==> src/rtl/noc_pkg.sv <==
// Shared widths, flit layout, link handshake levels and output FSM states for the mesh link buffer.
package noc_pkg;

  localparam int unsigned NOC_ADDR_W = 5;
  localparam int unsigned NOC_DATA_W = 32;
  localparam int unsigned NOC_DEPTH  = 4;

  typedef struct packed {
    logic [NOC_ADDR_W-1:0] addr;
    logic [NOC_DATA_W-1:0] data;
  } flit_t;

  localparam logic LINK_ACK  = 1'b1;
  localparam logic LINK_IDLE = 1'b0;

  typedef enum logic [1:0] {
    OUT_IDLE    = 2'd0,
    OUT_PRESENT = 2'd1,
    OUT_GAP     = 2'd2
  } out_state_e;

endpackage

==> src/rtl/noc_fifo_mem.sv <==
// Flit storage with wrapping read/write pointers and a separately tracked occupancy level.
module noc_fifo_mem
  import noc_pkg::*;
#(
  parameter int unsigned WIDTH = NOC_ADDR_W + NOC_DATA_W,
  parameter int unsigned DEPTH = NOC_DEPTH
) (
  input  logic                     clk,
  input  logic                     rst,
  input  logic                     push_i,
  input  logic                     pop_i,
  input  logic [WIDTH-1:0]         wdata_i,
  output logic [WIDTH-1:0]         rdata_o,
  output logic [$clog2(DEPTH):0]   level_o,
  output logic                     full_o,
  output logic                     empty_o
);

  localparam int unsigned PTR_W = $clog2(DEPTH);
  localparam int unsigned LVL_W = PTR_W + 1;

  logic [WIDTH-1:0] mem_q [DEPTH];
  logic [PTR_W-1:0] wr_ptr_q, wr_ptr_d;
  logic [PTR_W-1:0] rd_ptr_q, rd_ptr_d;
  logic [LVL_W-1:0] level_q, level_d;

  always_comb begin
    wr_ptr_d = push_i ? wr_ptr_q + PTR_W'(1) : wr_ptr_q;
    rd_ptr_d = pop_i  ? rd_ptr_q + PTR_W'(1) : rd_ptr_q;
    level_d  = level_q;
    unique case ({push_i, pop_i})
      2'b10:   level_d = level_q + LVL_W'(1);
      2'b01:   level_d = level_q - LVL_W'(1);
      default: level_d = level_q;
    endcase
  end

  always_ff @(posedge clk or posedge rst) begin
    if (rst) begin
      wr_ptr_q <= '0;
      rd_ptr_q <= '0;
      level_q  <= '0;
    end else begin
      wr_ptr_q <= wr_ptr_d;
      rd_ptr_q <= rd_ptr_d;
      level_q  <= level_d;
    end
  end

  always_ff @(posedge clk) begin
    if (push_i) mem_q[wr_ptr_q] <= wdata_i;
  end

  assign rdata_o = mem_q[rd_ptr_q];
  assign level_o = level_q;
  assign full_o  = (level_q == LVL_W'(DEPTH));
  assign empty_o = (level_q == '0);

endmodule

==> src/rtl/noc_link_buffer.sv <==
// Elastic flit buffer on a mesh link: acks upstream pushes, presents the head flit to the router
// through a registered IDLE/PRESENT/GAP output FSM, and flags acks arriving with nothing presented.
module noc_link_buffer
  import noc_pkg::*;
#(
  parameter int unsigned ADDR_W = NOC_ADDR_W,
  parameter int unsigned DATA_W = NOC_DATA_W,
  parameter int unsigned DEPTH  = NOC_DEPTH
) (
  input  logic                   clk,
  input  logic                   rst,
  input  logic [ADDR_W-1:0]      in_addr,
  input  logic [DATA_W-1:0]      in_data,
  input  logic                   in_valid,
  output logic                   to_in_ack,
  output logic [ADDR_W-1:0]      out_addr,
  output logic [DATA_W-1:0]      out_data,
  output logic                   out_valid,
  input  logic                   from_out_ack,
  output logic [$clog2(DEPTH):0] level,
  output logic                   full,
  output logic                   empty,
  output logic                   proto_err
);

  localparam int unsigned FLIT_W = ADDR_W + DATA_W;

  out_state_e        state_q, state_d;
  logic              ack_q, ack_d;
  logic              out_valid_q, out_valid_d;
  logic [ADDR_W-1:0] out_addr_q, out_addr_d;
  logic [DATA_W-1:0] out_data_q, out_data_d;
  logic              proto_err_q, proto_err_d;
  logic              push, pop;
  logic [FLIT_W-1:0] head;

  // A push is blocked in the cycle its predecessor is being acked, capping upstream at 1 flit / 2 cycles.
  assign push        = in_valid && !full && !ack_q;
  assign pop         = (state_q == OUT_PRESENT) && from_out_ack;
  assign ack_d       = push ? LINK_ACK : LINK_IDLE;
  assign proto_err_d = proto_err_q | (from_out_ack & ~out_valid_q);

  noc_fifo_mem #(
    .WIDTH (FLIT_W),
    .DEPTH (DEPTH)
  ) u_mem (
    .clk     (clk),
    .rst     (rst),
    .push_i  (push),
    .pop_i   (pop),
    .wdata_i ({in_addr, in_data}),
    .rdata_o (head),
    .level_o (level),
    .full_o  (full),
    .empty_o (empty)
  );

  always_ff @(posedge clk or posedge rst) begin
    if (rst) begin
      state_q     <= OUT_IDLE;
      ack_q       <= 1'b0;
      out_valid_q <= 1'b0;
      out_addr_q  <= '0;
      out_data_q  <= '0;
      proto_err_q <= 1'b0;
    end else begin
      state_q     <= state_d;
      ack_q       <= ack_d;
      out_valid_q <= out_valid_d;
      out_addr_q  <= out_addr_d;
      out_data_q  <= out_data_d;
      proto_err_q <= proto_err_d;
    end
  end

  always_comb begin
    state_d = state_q;
    unique case (state_q)
      OUT_IDLE:    if (!empty) state_d = OUT_PRESENT;
      OUT_PRESENT: if (from_out_ack) state_d = OUT_GAP;
      OUT_GAP:     state_d = OUT_IDLE;
      default:     state_d = OUT_IDLE;
    endcase
  end

  // Payload registers only change on an IDLE load, so they hold the last flit through PRESENT and GAP.
  always_comb begin
    out_valid_d = out_valid_q;
    out_addr_d  = out_addr_q;
    out_data_d  = out_data_q;
    unique case (state_q)
      OUT_IDLE: begin
        if (!empty) begin
          out_valid_d = 1'b1;
          out_addr_d  = head[FLIT_W-1 -: ADDR_W];
          out_data_d  = head[DATA_W-1:0];
        end
      end
      OUT_PRESENT: if (from_out_ack) out_valid_d = 1'b0;
      default:     out_valid_d = 1'b0;
    endcase
  end

  assign to_in_ack = ack_q;
  assign out_valid = out_valid_q;
  assign out_addr  = out_addr_q;
  assign out_data  = out_data_q;
  assign proto_err = proto_err_q;

endmodule

==> config.mk <==
export PLATFORM = sky130hd
export DESIGN_NAME = noc_link_buffer
export DESIGN_NICKNAME = d
export VERILOG_FILES = /design/src/rtl/noc_pkg.sv /design/src/rtl/noc_fifo_mem.sv /design/src/rtl/noc_link_buffer.sv
export SDC_FILE = /design/constraint.sdc
export NUM_CORES = 1
export LEC_CHECK = 0
export CAP_MARGIN = 15
export CORE_ASPECT_RATIO = 1.4
export CORE_UTILIZATION = 55
export CTS_CLUSTER_DIAMETER = 30
export DETAILED_ROUTE_END_ITERATION = 8
export PLACE_DENSITY = 0.81
export SLEW_MARGIN = 20
export SYNTH_ARGS = -nofsm -noshare
export SYNTH_HDL_FRONTEND = slang
export SYNTH_SLANG_ARGS = --single-unit
==> constraint.sdc <==
create_clock -name clk -period 2.95 [get_ports clk]
set_clock_uncertainty 0.2 [all_clocks]
set_input_delay 0.295 -clock clk [delete_from_list [all_inputs] [get_ports clk]]
set_output_delay 0.295 -clock clk [all_outputs]
set_load 0.05 [all_outputs]
-- Yosys cells after proc, flatten, opt, wreduce, memory -nomap -nowiden
Memories as Yosys holds them, arrays and structs flattened. A register that Yosys moved wholly into a read port is not among the register bits.
Index checks and enable logic that the tools add are counted.
- $add $sub $neg: 4
- multipliers: 0
- div/mod/pow operators: 0
- $lt $le $gt $ge: 0
- equal/unequal tests: 6
- shifts and indexed selects: 0
- multiplexer cells: 9
- bitwise gates (word level): 4
- reduce and logical (&&, ||, !) cells: 10
- operators by type and width (kind ; count):
    3-bit case mux with 2 select lines ; 1
    2-bit by 1-bit adder with 2-bit output, second input constant ; 2
    2-bit by 1-bit == test with 1-bit output, second input constant ; 2
    1-bit 2-to-1 mux ; 4
    2-bit 2-to-1 mux ; 2
    2-bit != test, second input constant ; 2
    2-bit case mux with 2 select lines ; 1
    2-bit AND reduction ; 2
    3-bit by 1-bit adder with 3-bit output, second input constant ; 1
    3-bit == test, second input constant ; 1
    1-bit logical AND ; 3
    3-bit zero test ; 1
    3-bit by 1-bit subtractor with 3-bit output, second input constant ; 1
    2-bit == test, second input constant ; 1
    1-bit zero test ; 2
    2-bit zero test ; 1
    1-bit inverter ; 2
    1-bit case mux with 2 select lines ; 1
    2-bit nonzero test ; 1
    1-bit bitwise AND ; 1
    1-bit bitwise OR ; 1
- bits in registers: 12
- latch bits: 0
- RAM bits: 148
- memory bits (read-only): 0
- input bits: 41
- output and inout port bits: 45
- word-level logic and storage cells: 41
- memories kept: 1
- memory list (name ; depth ; width ; rd ports ; clocked after Yosys merged registers in ; wr ports ; RTL line ; RTL):
    u_mem.mem_q ; 4 ; 37 ; 1 ; 1 ; 1 ; noc_fifo_mem.sv:22 ; logic [WIDTH-1:0] mem_q [DEPTH];

-- Longest topological paths before layout
- word-level depth: 6
- mapped depth: 9
- gate-level depth less buffers: 9

-- Modules after synthesis
Synthesis repeated with hierarchy kept, for this count alone.
- cells, all modules: 324
- area total of the unflattened synthesis: 7323.3 um2
- by module, submodules not included (module ; times used ; cells each ; area each (um2) ; sequential area each (um2)):
    noc_fifo_mem ; 1 ; 230 ; 5733.0 ; 4619.4
    noc_link_buffer ; 1 ; 94 ; 1590.3 ; 1051.0

-- Worst setup path before layout
Ideal clock, no wire load.
- path kind: register to register
- from: reg u_mem.level_q[2] (netlist: u_mem.level_o[2])
- to: reg u_mem.level_q[2] (netlist: u_mem.level_o[2])
- setup time: 0.082 ns
- data arrival time: 3.300 ns
- data required time: 2.668 ns
- slack: -0.632 ns
- cell stages (with the launch flop): 10
- period minus slack after synthesis: 3.582 ns
- cells stage by stage: dfrtp_1 > nor3b_1 > nor3b_2 > inv_1 > ha_1 > inv_1 > fa_1 > xor2_1 > nor2_1 > xor2_1
- cells in the longest elaborated chain, start to end: 6
- RTL lines (item ; RTL line ; RTL):
    from (decl) ; noc_fifo_mem.sv:25 ; logic [LVL_W-1:0] level_q, level_d;
    from (signal assigned) ; noc_fifo_mem.sv:46 ; level_q <= level_d;
    3-bit == test * ; noc_fifo_mem.sv:56 ; assign full_o = (level_q == LVL_W'(DEPTH));
    via full ; noc_link_buffer.sv:21 ; output logic full,
    1-bit zero test * ; noc_link_buffer.sv:38 ; assign push = in_valid && !full && !ack_q;
    1-bit logical AND * (2 in series) ; noc_link_buffer.sv:38 ;
    2-bit by 1-bit == test with 1-bit output / 2-bit == test (equally long branches) ; noc_fifo_mem.sv:31 ; unique case ({push_i, pop_i})
    3-bit case mux with 2 select lines / 2-bit nonzero test (equally long branches) ; -- ;
The timed path passes the listed nets; every way through them passes the cells marked *.
A chain may end at the register's enable or synchronous reset.

-- Worst setup path after layout
- from: reg u_mem.level_q[1] (netlist: u_mem.level_o[1])
- to: out empty
- cells in the longest elaborated chain, start to end: 1
- RTL lines (item ; RTL line ; RTL):
    3-bit zero test ; noc_fifo_mem.sv:57 ; assign empty_o = (level_q == '0);
    to (decl) ; noc_link_buffer.sv:22 ; output logic empty,
Every way passes these cells.

==> metrics.md <==
| Metric | Value |
|---|---|
| # DRC | `0` |
| Routed Antenna Nets | `0` |
| Post-synth EDFFs | `148` |
| Chip height | `between 100 and 150 um` |
| Outcome | `finished clean` |
| CP required | `2.46 ns` |
| Worst vdd rail ir drop | `roughly 1000 uV` |
| Setup_tns | `0 ns` |
| I/O Pins | `86` |
| Crit-path max FO | `4` |
| Fin crit share | `between 80% and 90%` |
| Final Max Slew Viols | `0` |
| GRT Resource Usage Total | `between 20% and 30%` |
| Syn nets | `approximately 370` |
| Post-Place Cell Area | `0.00857 mm^2` |
| Fin. Hold Viols | `0` |
| Unrepaired setup endpoints after global routing | `no` |
| Routed wire length | `around 13000 um` |
| Antenna diodes | `0` |
| R2R Path End | `u_mem.level_o[2]` |
| Worst-path clk slew | `0.07 ns` |
| Total power | `between 10 and 15 mW` |
| Pwr Density | `1130 mW/mm^2` |
| # fillers | `just over 800` |
| FF-to-FF path depth | `9` |
| Seq/Total Area, Yosys | `roughly 76%` |
| Final GP Congestion | `slightly above 0.7` |
| Global-route wire length before repair | `about 21000 um` |
| Initial Util | `around 57%` |
| Pin count of the biggest net entering global routing | `33` |
| Clock Latency Late Sink | `0.43 ns` |
| Port bufs | `85` |
| Final WS setup | `0.483 ns` |
| Layout Nets | `approximately 470` |
| Hold WC Path Type | `reg -> reg` |
| Via Count | `around 3.4k` |
| Wire length per cell | `approximately 21 um` |
| Grt ovf | `0` |
| Clk sinks | `196` |
| Multi-input logic area | `0.00164 mm^2` |
| Final setup viols | `0` |
| Clock root buffer | `clkbuf_16` |
| CTS tree | `yes` |
| Area growth syn-to-layout | `23.1%` |
| Synth unique cells | `25` |
| Least-Margin Pin Slew | `about 0.62 ns` |
| Vias in the first global route | `3740` |
| Hpwl dp | `around 8000 um` |
| Mean number of vias per cell | `approximately 5.5` |
| Post-synthesis average cell area | `23.3 um^2` |
| Crit. Startpoint | `u_mem.level_o[1]` |
| Die area | `between 0.01 and 0.015 mm^2` |
| Mapped Area | `~0.0074 mm^2` |
| Synth Register Bits | `196` |
| Number of antenna violations at the first check in global routing | `0` |
| CP startpoint kind | `flip-flop` |
| Slew HR | `between 50% and 60%` |
| Total CTS buffers | `17` |
| Layout cells sized above 1 | `~28%` |
| Most common cell in the netlist | `edfxtp_1` |
| Die width | `around 100 um` |
| Yosys top cell by area | `edfxtp_1` |
| Ys flop type | `edfxtp_1` |
| CP endpoint | `empty` |
| Critical Path End Type | `output port` |
| Layout Cell Area excl Fill | `approximately 0.009 mm^2` |
| Flop2flop setup slack | `roughly 0.67 ns` |
| Sequential Area | `between 0.005 and 0.006 mm^2` |
| RR Startpoint | `u_mem.level_o[2]` |
| Fmax | `between 400 and 500 MHz` |
| Leak | `3.28 nW` |
| Synth async-reset ratio | `between 20% and 30%` |
| First-pass DRT Iterations | `4` |
| Mapped Cells | `about 320` |
| Top post-synthesis cells by area | `edfxtp_1, dfrtp_1, mux4_2` |
| Max-cap violations | `0` |
| Core area | `between 0.01 and 0.015 mm^2` |
| H-tree depth | `4` |
| Classification of the worst setup path | `reg -> out` |
| Iter 0 DRT Violations | `~160` |
| Fin crit period | `roughly 2.5 ns` |
| Ys Warns | `0` |
| Rows | `49` |
| Yosys top cell area share | `~60%` |
| Maximum buffer depth of the clock tree | `2` |
| Most frequent cells after synthesis | `edfxtp_1, dfrtp_1, mux4_2` |
| Crit path arrival time | `roughly 2.0 ns` |
| Final core utilization | `between 70% and 80%` |
| Pre-CTS setup slack | `0.497 ns` |
[logic make-up (layout without fill, tap and decap cells)]
| kind of cell | Yosys count | count (layout) | synth area share (%) |
|---|---|---|---|
| xor gates and xnor gates | 6 | 6 | 0.708 |
| adders and majority gates | 6 | 6 | 1.11 |
| muxes | 76 | 76 | 18.6 |
| AOI/OAI and AO/OA | 3 | 3 | 0.270 |
| and+or+nand+nor | 12 | 12 | 1.16 |
| DFF | 196 | 196 | 76.0 |
| buffers and inverters | 20 | 136 | 2.06 |
[final cells by class]
type,count,area share [%]
Inverter,8,0.329
Sequential cell,196,61.8
Clock inverter,8,0.835
Tap cell,178,2.44
Clock buffer,24,5.28
Timing Repair Buffer,96,11.3
Multi-Input combinational cell,103,18.0
[where the power goes]
part,internal [mW],total (mW),switching (mW)
registers,3.69,4.10,0.412
clock network,1.23,2.15,0.917
logic,1.93,4.12,2.19
[critical path, cell delays in order (launching register included)]
cell and delay (ns):
dfrtp_1 0.45, nor3_2 0.25, clkdlybuf4s50_1 0.85
[sequential cells by signal, indices dropped and copies added, names as in the netlist]
register,count
u_mem.mem_q,148
out_data,32
out_addr,5
u_mem.level_o,3
state_q,2
u_mem.rd_ptr_q,2
u_mem.wr_ptr_q,2
proto_err,1
to_in_ack,1
[through the flow]
step | hold slack, ns | cells
after floorplan | 0.194 | 319
after global placement | 0.241 | 580
after detailed placement | 0.256 | 580
after CTS | 0.275 | 613
after global routing | 0.288 | 613
final | 0.268 | 613
[timing repair]
action | CTS | global route
hold endpoints to repair | 16 | 0
gates resized for setup | 0 | 0
setup buffers | 0 | 0
hold buffers | 1 | 0
[how the worst min path moves through the flow]
stage	startpoint	to	slack (ns)	cells after the start
floorplan	in_data[0]	u_mem.mem_q[0][0]	0.19	0
global placement	proto_err	proto_err	0.24	1
detailed placement	proto_err	proto_err	0.26	1
CTS	proto_err	proto_err	0.28	1
global route	proto_err	proto_err	0.29	1
finish	proto_err	proto_err	0.27	1
[routing by layer]
metal / track usage, % / vias to the layer above / routed length (um)
met1: 25.6 / 1801 / 5140
li1: - / 1478 / -
met5: 0 / - / 0
met3: 6.48 / 16 / 704
met2: 35.3 / 92 / 7090
met4: 7.09 / 0 / 217
[layout by cell type (no fill, tap or decap), types with 4 or more instances in the layout]
master and instances:
mux2_4 30, mux2_2 8, clkbuf_16 18, edfxtp_1 148, clkdlybuf4s50_1 85, clkbuf_1 5, inv_1 7, dfrtp_1 46
ha_1 5, buf_12 8, mux4_2 37, and2_2 4
No activity file was read; power rests on OpenSTA's default activity.
